[src/rtl/ksa_ctrl_fsm.sv]
// -----------------------------------------------------------------------------
// ksa_ctrl_fsm -- RC4 key-scheduling (KSA) loop controller.
//
// Walks i = 0..255 over the shared S working memory. For each i it reads s[i],
// accumulates j = j + s[i] + key[i mod KEY_LEN], hands (i, j) to the swap FSM
// and waits for the swap to complete. The done pulse hands off to the PRGA
// stage. Meant to run after the S-memory init pass (s[i] = i) has finished.
//
// Parameters:
//   KEY_LEN     key length in bytes (the key index counter is 2 bits, so <= 4)
//   KEY_W       secret key width in bits, must equal 8*KEY_LEN
//
// Ports:
//   clk         system clock, rising edge
//   reset       synchronous, active-high reset (aborts a pass immediately)
//   start       one-cycle pulse that begins a pass; only sampled in IDLE
//   secret_key  key; byte k = secret_key[KEY_W-1-8k -: 8] (byte 0 is the MSB)
//   s_q         S-memory read data (valid two cycles after s_addr changes)
//   s_addr      S-memory address while this block owns the bus
//   counter_i   current i, to the swap FSM
//   counter_j   current j, to the swap FSM
//   swap_flag   swap request to the swap FSM
//   swap_done   swap complete, from the swap FSM (ignored outside REQ)
//   bus_own     1 = top-level mux routes s_addr to memory, 0 = swap FSM owns it
//   wren        always 0; this block never writes
//   busy        high in every state except IDLE
//   done        one-cycle pulse when the pass completes
//   err         (only with KSA_SWAP_TIMEOUT_EN) swap watchdog tripped; sticky
//               until reset
//
// Optional feature, macro KSA_SWAP_TIMEOUT_EN: a 6-bit watchdog counts cycles
// spent in REQ. If it reaches 63 without swap_done the request is withdrawn and
// the block parks in ERR with err high until reset.
// -----------------------------------------------------------------------------
module ksa_ctrl_fsm #(
    parameter int KEY_LEN = 3,
    parameter int KEY_W   = 24
) (
    input  logic             clk,
    input  logic             reset,
    input  logic             start,
    input  logic [KEY_W-1:0] secret_key,
    input  logic [7:0]       s_q,
    output logic [7:0]       s_addr,
    output logic [7:0]       counter_i,
    output logic [7:0]       counter_j,
    output logic             swap_flag,
    input  logic             swap_done,
    output logic             bus_own,
    output logic             wren,
    output logic             busy,
    output logic             done
`ifdef KSA_SWAP_TIMEOUT_EN
    ,
    output logic             err
`endif
);

    typedef enum logic [3:0] {
        S_IDLE,
        S_RD_I,
        S_WAIT,
        S_CAPT,
        S_CALC,
        S_REQ,
        S_NEXT,
        S_DONE,
        S_ERR
    } state_t;

    // Last value of the key byte index before it wraps back to 0.
    localparam logic [1:0] K_LAST = 2'(KEY_LEN - 1);

    state_t     state_reg, state_next;
    logic [7:0] i_reg, i_next;
    logic [7:0] j_reg, j_next;
    logic [1:0] k_reg, k_next;
    logic [7:0] s_i_reg, s_i_next;
    logic [7:0] s_addr_reg, s_addr_next;
    logic       swap_flag_reg, swap_flag_next;
    logic       bus_own_reg, bus_own_next;
    logic       busy_reg, busy_next;
    logic       done_reg, done_next;

`ifdef KSA_SWAP_TIMEOUT_EN
    // Watchdog trips on the cycle its count would reach 63.
    localparam logic [5:0] WD_TRIP = 6'd62;
    logic [5:0] wd_reg, wd_next;
    logic       err_reg, err_next;
`endif

    // Key bytes unpacked into a 4-entry table indexed directly by the 2-bit key
    // index counter k; k tracks i mod KEY_LEN so no divider is needed. Slots
    // beyond KEY_LEN are never selected and tie to zero.
    logic [7:0] key_byte [4];

    genvar gi;
    generate
        for (gi = 0; gi < 4; gi++) begin : g_key
            if (gi < KEY_LEN) begin : g_used
                assign key_byte[gi] = secret_key[KEY_W-1-8*gi -: 8];
            end else begin : g_unused
                assign key_byte[gi] = 8'h00;
            end
        end
    endgenerate

    always_comb begin
        state_next     = state_reg;
        i_next         = i_reg;
        j_next         = j_reg;
        k_next         = k_reg;
        s_i_next       = s_i_reg;
        s_addr_next    = s_addr_reg;
        swap_flag_next = swap_flag_reg;
        bus_own_next   = bus_own_reg;
        done_next      = 1'b0;
`ifdef KSA_SWAP_TIMEOUT_EN
        wd_next        = wd_reg;
        err_next       = err_reg;
`endif

        case (state_reg)
            S_IDLE: begin
                if (start) begin
                    i_next     = 8'd0;
                    j_next     = 8'd0;
                    k_next     = 2'd0;
                    state_next = S_RD_I;
                end
            end

            S_RD_I: begin
                s_addr_next  = i_reg;
                bus_own_next = 1'b1;
                state_next   = S_WAIT;
            end

            // Registered address plus synchronous RAM: one dead cycle before
            // s_q reflects s[i].
            S_WAIT: begin
                state_next = S_CAPT;
            end

            S_CAPT: begin
                s_i_next   = s_q;
                state_next = S_CALC;
            end

            // Request goes out together with the new j so the swap FSM never
            // sees a stale pair.
            S_CALC: begin
                j_next         = j_reg + s_i_reg + key_byte[k_reg];
                swap_flag_next = 1'b1;
                bus_own_next   = 1'b0;
                state_next     = S_REQ;
`ifdef KSA_SWAP_TIMEOUT_EN
                wd_next        = 6'd0;
`endif
            end

            // Dropping swap_flag on the swap_done edge means the flag is already
            // low when the swap FSM is back in its start state.
            S_REQ: begin
                if (swap_done) begin
                    swap_flag_next = 1'b0;
                    bus_own_next   = 1'b1;
                    state_next     = S_NEXT;
                end
`ifdef KSA_SWAP_TIMEOUT_EN
                else if (wd_reg == WD_TRIP) begin
                    wd_next        = wd_reg + 6'd1;
                    swap_flag_next = 1'b0;
                    bus_own_next   = 1'b1;
                    err_next       = 1'b1;
                    state_next     = S_ERR;
                end else begin
                    wd_next = wd_reg + 6'd1;
                end
`endif
            end

            // i stops at 255 rather than wrapping so it reads 255 after done.
            S_NEXT: begin
                if (i_reg == 8'hFF) begin
                    done_next  = 1'b1;
                    state_next = S_DONE;
                end else begin
                    i_next     = i_reg + 8'd1;
                    k_next     = (k_reg == K_LAST) ? 2'd0 : k_reg + 2'd1;
                    state_next = S_RD_I;
                end
            end

            S_DONE: begin
                state_next = S_IDLE;
            end

`ifdef KSA_SWAP_TIMEOUT_EN
            S_ERR: begin
                state_next = S_ERR;
            end
`endif

            default: begin
                state_next = S_IDLE;
            end
        endcase

        busy_next = (state_next != S_IDLE);
    end

    always_ff @(posedge clk) begin
        if (reset) begin
            state_reg     <= S_IDLE;
            i_reg         <= 8'd0;
            j_reg         <= 8'd0;
            k_reg         <= 2'd0;
            s_i_reg       <= 8'd0;
            s_addr_reg    <= 8'd0;
            swap_flag_reg <= 1'b0;
            bus_own_reg   <= 1'b1;
            busy_reg      <= 1'b0;
            done_reg      <= 1'b0;
`ifdef KSA_SWAP_TIMEOUT_EN
            wd_reg        <= 6'd0;
            err_reg       <= 1'b0;
`endif
        end else begin
            state_reg     <= state_next;
            i_reg         <= i_next;
            j_reg         <= j_next;
            k_reg         <= k_next;
            s_i_reg       <= s_i_next;
            s_addr_reg    <= s_addr_next;
            swap_flag_reg <= swap_flag_next;
            bus_own_reg   <= bus_own_next;
            busy_reg      <= busy_next;
            done_reg      <= done_next;
`ifdef KSA_SWAP_TIMEOUT_EN
            wd_reg        <= wd_next;
            err_reg       <= err_next;
`endif
        end
    end

    assign s_addr    = s_addr_reg;
    assign counter_i = i_reg;
    assign counter_j = j_reg;
    assign swap_flag = swap_flag_reg;
    assign bus_own   = bus_own_reg;
    assign busy      = busy_reg;
    assign done      = done_reg;
    assign wren      = 1'b0;
`ifdef KSA_SWAP_TIMEOUT_EN
    assign err       = err_reg;
`endif

endmodule
[config.mk]
export PLATFORM = sky130hd
export DESIGN_NAME = ksa_ctrl_fsm
export DESIGN_NICKNAME = d
export VERILOG_FILES = /design/src/rtl/ksa_ctrl_fsm.sv
export SDC_FILE = /design/constraint.sdc
export NUM_CORES = 1
export LEC_CHECK = 0
export CAP_MARGIN = 5
export CORE_MARGIN = 5
export CORE_UTILIZATION = 35
export CTS_BUF_LIST = sky130_fd_sc_hd__clkbuf_16
export DETAILED_ROUTE_END_ITERATION = 8
export GPL_ROUTABILITY_DRIVEN = 0
export PLACE_DENSITY = 0.65
export SLEW_MARGIN = 20
export SYNTH_ARGS = -nofsm -noshare
export SYNTH_HDL_FRONTEND = slang
export SYNTH_SLANG_ARGS = --single-unit
[constraint.sdc]
create_clock -name clk -period 6.56 [get_ports clk]
set_clock_uncertainty 0.2 [all_clocks]
set_input_delay 1.312 -clock clk [delete_from_list [all_inputs] [get_ports clk]]
set_output_delay 1.312 -clock clk [all_outputs]
set_load 0.005 [all_outputs]
==> key figures <==
Status
  • Outcome: finished, final reports clean

Detailed routing
  • DR vias: between 1500 and 2000
  • WL met1: 2405 um
  • Starting DRT DRC Count: 63
  • WL/cell: 13.18 um
  • Remaining DRCs: 0
  • Vias per cell: between 4 and 5
  • Met2 wire length: about 2400 um
  • WL met3: 393 um
  • Top sig layer: met4
  • First-pass iteration count of the detailed router: 4
  • WL final: 5220 um
  • Antenna Nets Post-Route: 0

Power and ir drop
  • Power share of the combinational group: 8.1%
  • Switching part of the total: between 20% and 30%
  • VDD IR-drop max: ~120 uV
  • Switch Pwr: approximately 120 uW
  • Flop pwr share: 48.0%
  • Power Dens Cells: roughly 180 nW/um2
  • Pleak: around 1.1 nW
  • Cell-internal power: roughly 420 uW
  • Clock share of power: 44.0%

Clock network
  • CTS tree: yes
  • Clock latency on the worst-skew pair: roughly 280 ps
  • H-Tree Depth: 2
  • PostCTS Resize Cnt: 0
  • Register clock-pin slew on the reported worst setup and hold paths: roughly 60 ps
  • CTS Buf Count: 5
  • TritonCTS Sinks: between 40 and 50
  • CTS max path bufs: 2
  • CTS root buf: clkbuf_16
  • Postcts setup bufs: 0
  • CTS Hold Bufs: 0

Synth
  • Dominant synthesized flop cell: dfxtp_1
  • Register area share after synthesis: 37.13%
  • Post-synth EDFFs: 0
  • Largest area contributor in the netlist: dfxtp_1
  • Synthesized flop and latch total: 42
  • Top post-synthesis cells by area: dfxtp_1, mux2i_1, fa_1, nor2_1, a21oi_1
  • Netlist Area Pre-Place: 2265 um2
  • Syn_area_per_cell: 8.677 um2
  • Yosys top cell area share: 37.13%
  • Post-Syn Instances: 261
  • Distinct cells, synth: 46
  • Synth async-reset ratio: 0%
  • Ys Warns: 0

STA
  • Final worst-path cycle share: 60.68%
  • Final Setup Violations: 0
  • Fmax: 0.2512 GHz
  • Slew HR: about half
  • Minimum clock period: about 4000 ps
  • Total negative slack: 0 ps
  • Slew @ Worst Pin: 742.4 ps
  • RSZ-0062 raised after global routing: no
  • Worst hold margin: between 200 and 300 ps
  • Setup WS post-layout: about 2600 ps
  • Hold Violations, Final: 0
  • Slew Viols, Final: 0

Global routing
  • Total Routing Usage GR: 13.11%
  • Initial antenna violation count: 0
  • Global-route wire length before repair: 8921 um
  • Grt ovf: 0
  • Vias in the first global route: 1983
  • Pin count of the biggest net entering global routing: 37

Placement
  • Placed Cells: 388
  • Port buffer count: 63
  • Pre-CTS setup slack: 2271 ps
  • Dpl hpwl: 3900 um

Floorplan
  • # rows: 29
  • Die Area: 8179 um2
  • I/O pin count: between 60 and 70
  • Die Span Y: 90.44 um
  • Core Box Area: 6314 um2
  • Initial Util: between 30% and 40%
  • Die extent in x: 90.44 um

Setup path
  • Reg-to-reg endpoint: counter_j[7]
  • Crit path capture type: flip-flop
  • Reg2Reg Launch Point: k_reg[0]
  • CP startpoint: secret_key[9]
  • CP endpoint: counter_j[7]
  • WP data required: 6580 ps
  • R2r setup slk: just under 3000 ps
  • Crit path kind: input pin to flip-flop
  • Startpoint Class: input pin
  • CP Max Fanout: 3
  • Crit path DAT: 4000 ps
  • Worst r2r path cells: 12

Finish
  • ANT cells: 0
  • Register area: between 800 and 900 um2
  • Multi-input logic area: 1329 um2
  • Layout cells sized above 1: 4.702%
  • Area Overhead vs Synth: 35.14%
  • Layout Cells excl Fill: 396
  • FILL cells: 625
  • NumNets Final: 369

Flow run
  • Maxcap violations: 0

Worst hold path
  • Hold depth: 2
  • Worst min path class: flip-flop to flip-flop
[worst min path at each step]
| stage | from | endpoint | slack (ps) |
|---|---|---|---|
| after global routing | s_addr[1] | s_addr[1] | 280 |
| after global placement | s_addr[7] | s_addr[7] | 240 |
| after detailed placement | s_addr[1] | s_addr[1] | 250 |
| after floorplan | s_addr[0] | s_addr[0] | 250 |
| after CTS | s_addr[1] | s_addr[1] | 250 |
| final | s_addr[1] | s_addr[1] | 250 |
[stage by stage]
stage	power, mW	util, %	instance area, um2
6_report	0.5377	48.47	3060
3_3_place_gp	0.3066	46.23	2919
2_1_floorplan	0.2829	-	2268
3_5_place_dp	0.3073	46.23	2919
4_1_cts	0.5449	48.47	3060
5_1_grt	0.5622	48.47	3060
[cell usage in the layout (no fill, tap or decap), types with 3 or more instances in the layout]
cell / netlist / routed
o21ai_0: 11 / 11
nand2_1: 30 / 30
dfxtp_1: 42 / 42
nand3b_1: 3 / 3
nand2b_1: 5 / 5
mux2i_1: 17 / 17
a21oi_1: 24 / 24
and2_1: 3 / 3
ha_1: 7 / 7
inv_1: 4 / 4
xnor2_1: 9 / 9
a211oi_1: 4 / 4
nor3_1: 3 / 3
fa_1: 8 / 8
nand3_1: 8 / 8
nor2_1: 36 / 36
nor2b_1: 4 / 4
clkdlybuf4s50_1: 0 / 63
clkbuf_16: 0 / 5
a22oi_1: 3 / 3
[cell families after synthesis]
| family | after synthesis | synth area share [%] |
|---|---|---|
| DFF | 42 | 37.13 |
| other | 1 | 0.1656 |
| and+or+nand+nor | 102 | 21.38 |
| adders and majority gates | 15 | 10.94 |
| muxes | 17 | 7.514 |
| xor gates and xnor gates | 11 | 4.254 |
| AOI/OAI and AO/OA | 54 | 14.26 |
| buffers and inverters | 19 | 4.364 |
[Yosys cell counts (3+ instances only)]
master    count
a211oi_1      4
a21oi_1      24
a22oi_1       3
and2_1        3
buf_2         4
buf_4         3
clkbuf_1      5
dfxtp_1      42
fa_1          8
ha_1          7
inv_1         4
mux2i_1      17
nand2_1      30
nand2b_1      5
nand3_1       8
nand3b_1      3
nor2_1       36
nor2b_1       4
nor3_1        3
o21ai_0      11
xnor2_1       9
[critical path, cell delays in order]
cell and delay (ps):
clkdlybuf4s50_1 390, mux2i_1 120, o21ai_0 110, fa_1 520
ha_1 160, inv_1 50, fa_1 400, nand2b_1 180
a21oi_1 180, o22ai_1 120, or4_1 400, nand3_1 70
[per-layer routing]
| metal | vias to the layer above | global-route usage, % |
|---|---|---|
| li1 | 1001 | - |
| met2 | 54 | 21.83 |
| met1 | 885 | 16.06 |
| met3 | 5 | 4.750 |
| met5 | - | 0 |
| met4 | 0 | 3.226 |
[power by group through the flow]
stage / Combinational, mW / Clock (mW) / Sequential, mW
final: 0.0434 / 0.236 / 0.258
after global routing: 0.0480 / 0.256 / 0.258
after detailed placement: 0.0438 / 0 / 0.263
after global placement: 0.0432 / 0 / 0.263
after floorplan: 0.0208 / 0 / 0.262
after CTS: 0.0438 / 0.243 / 0.258
[cell type report]
type	instances	area share, %
sequential	42	27.47
clock inverter	3	0.5315
multi-input combinational	201	43.42
tap	77	3.148
timing repair buffer	64	20.85
inverter	4	0.4906
clock buffer	5	4.088
Power figures use the tool's default switching activity.
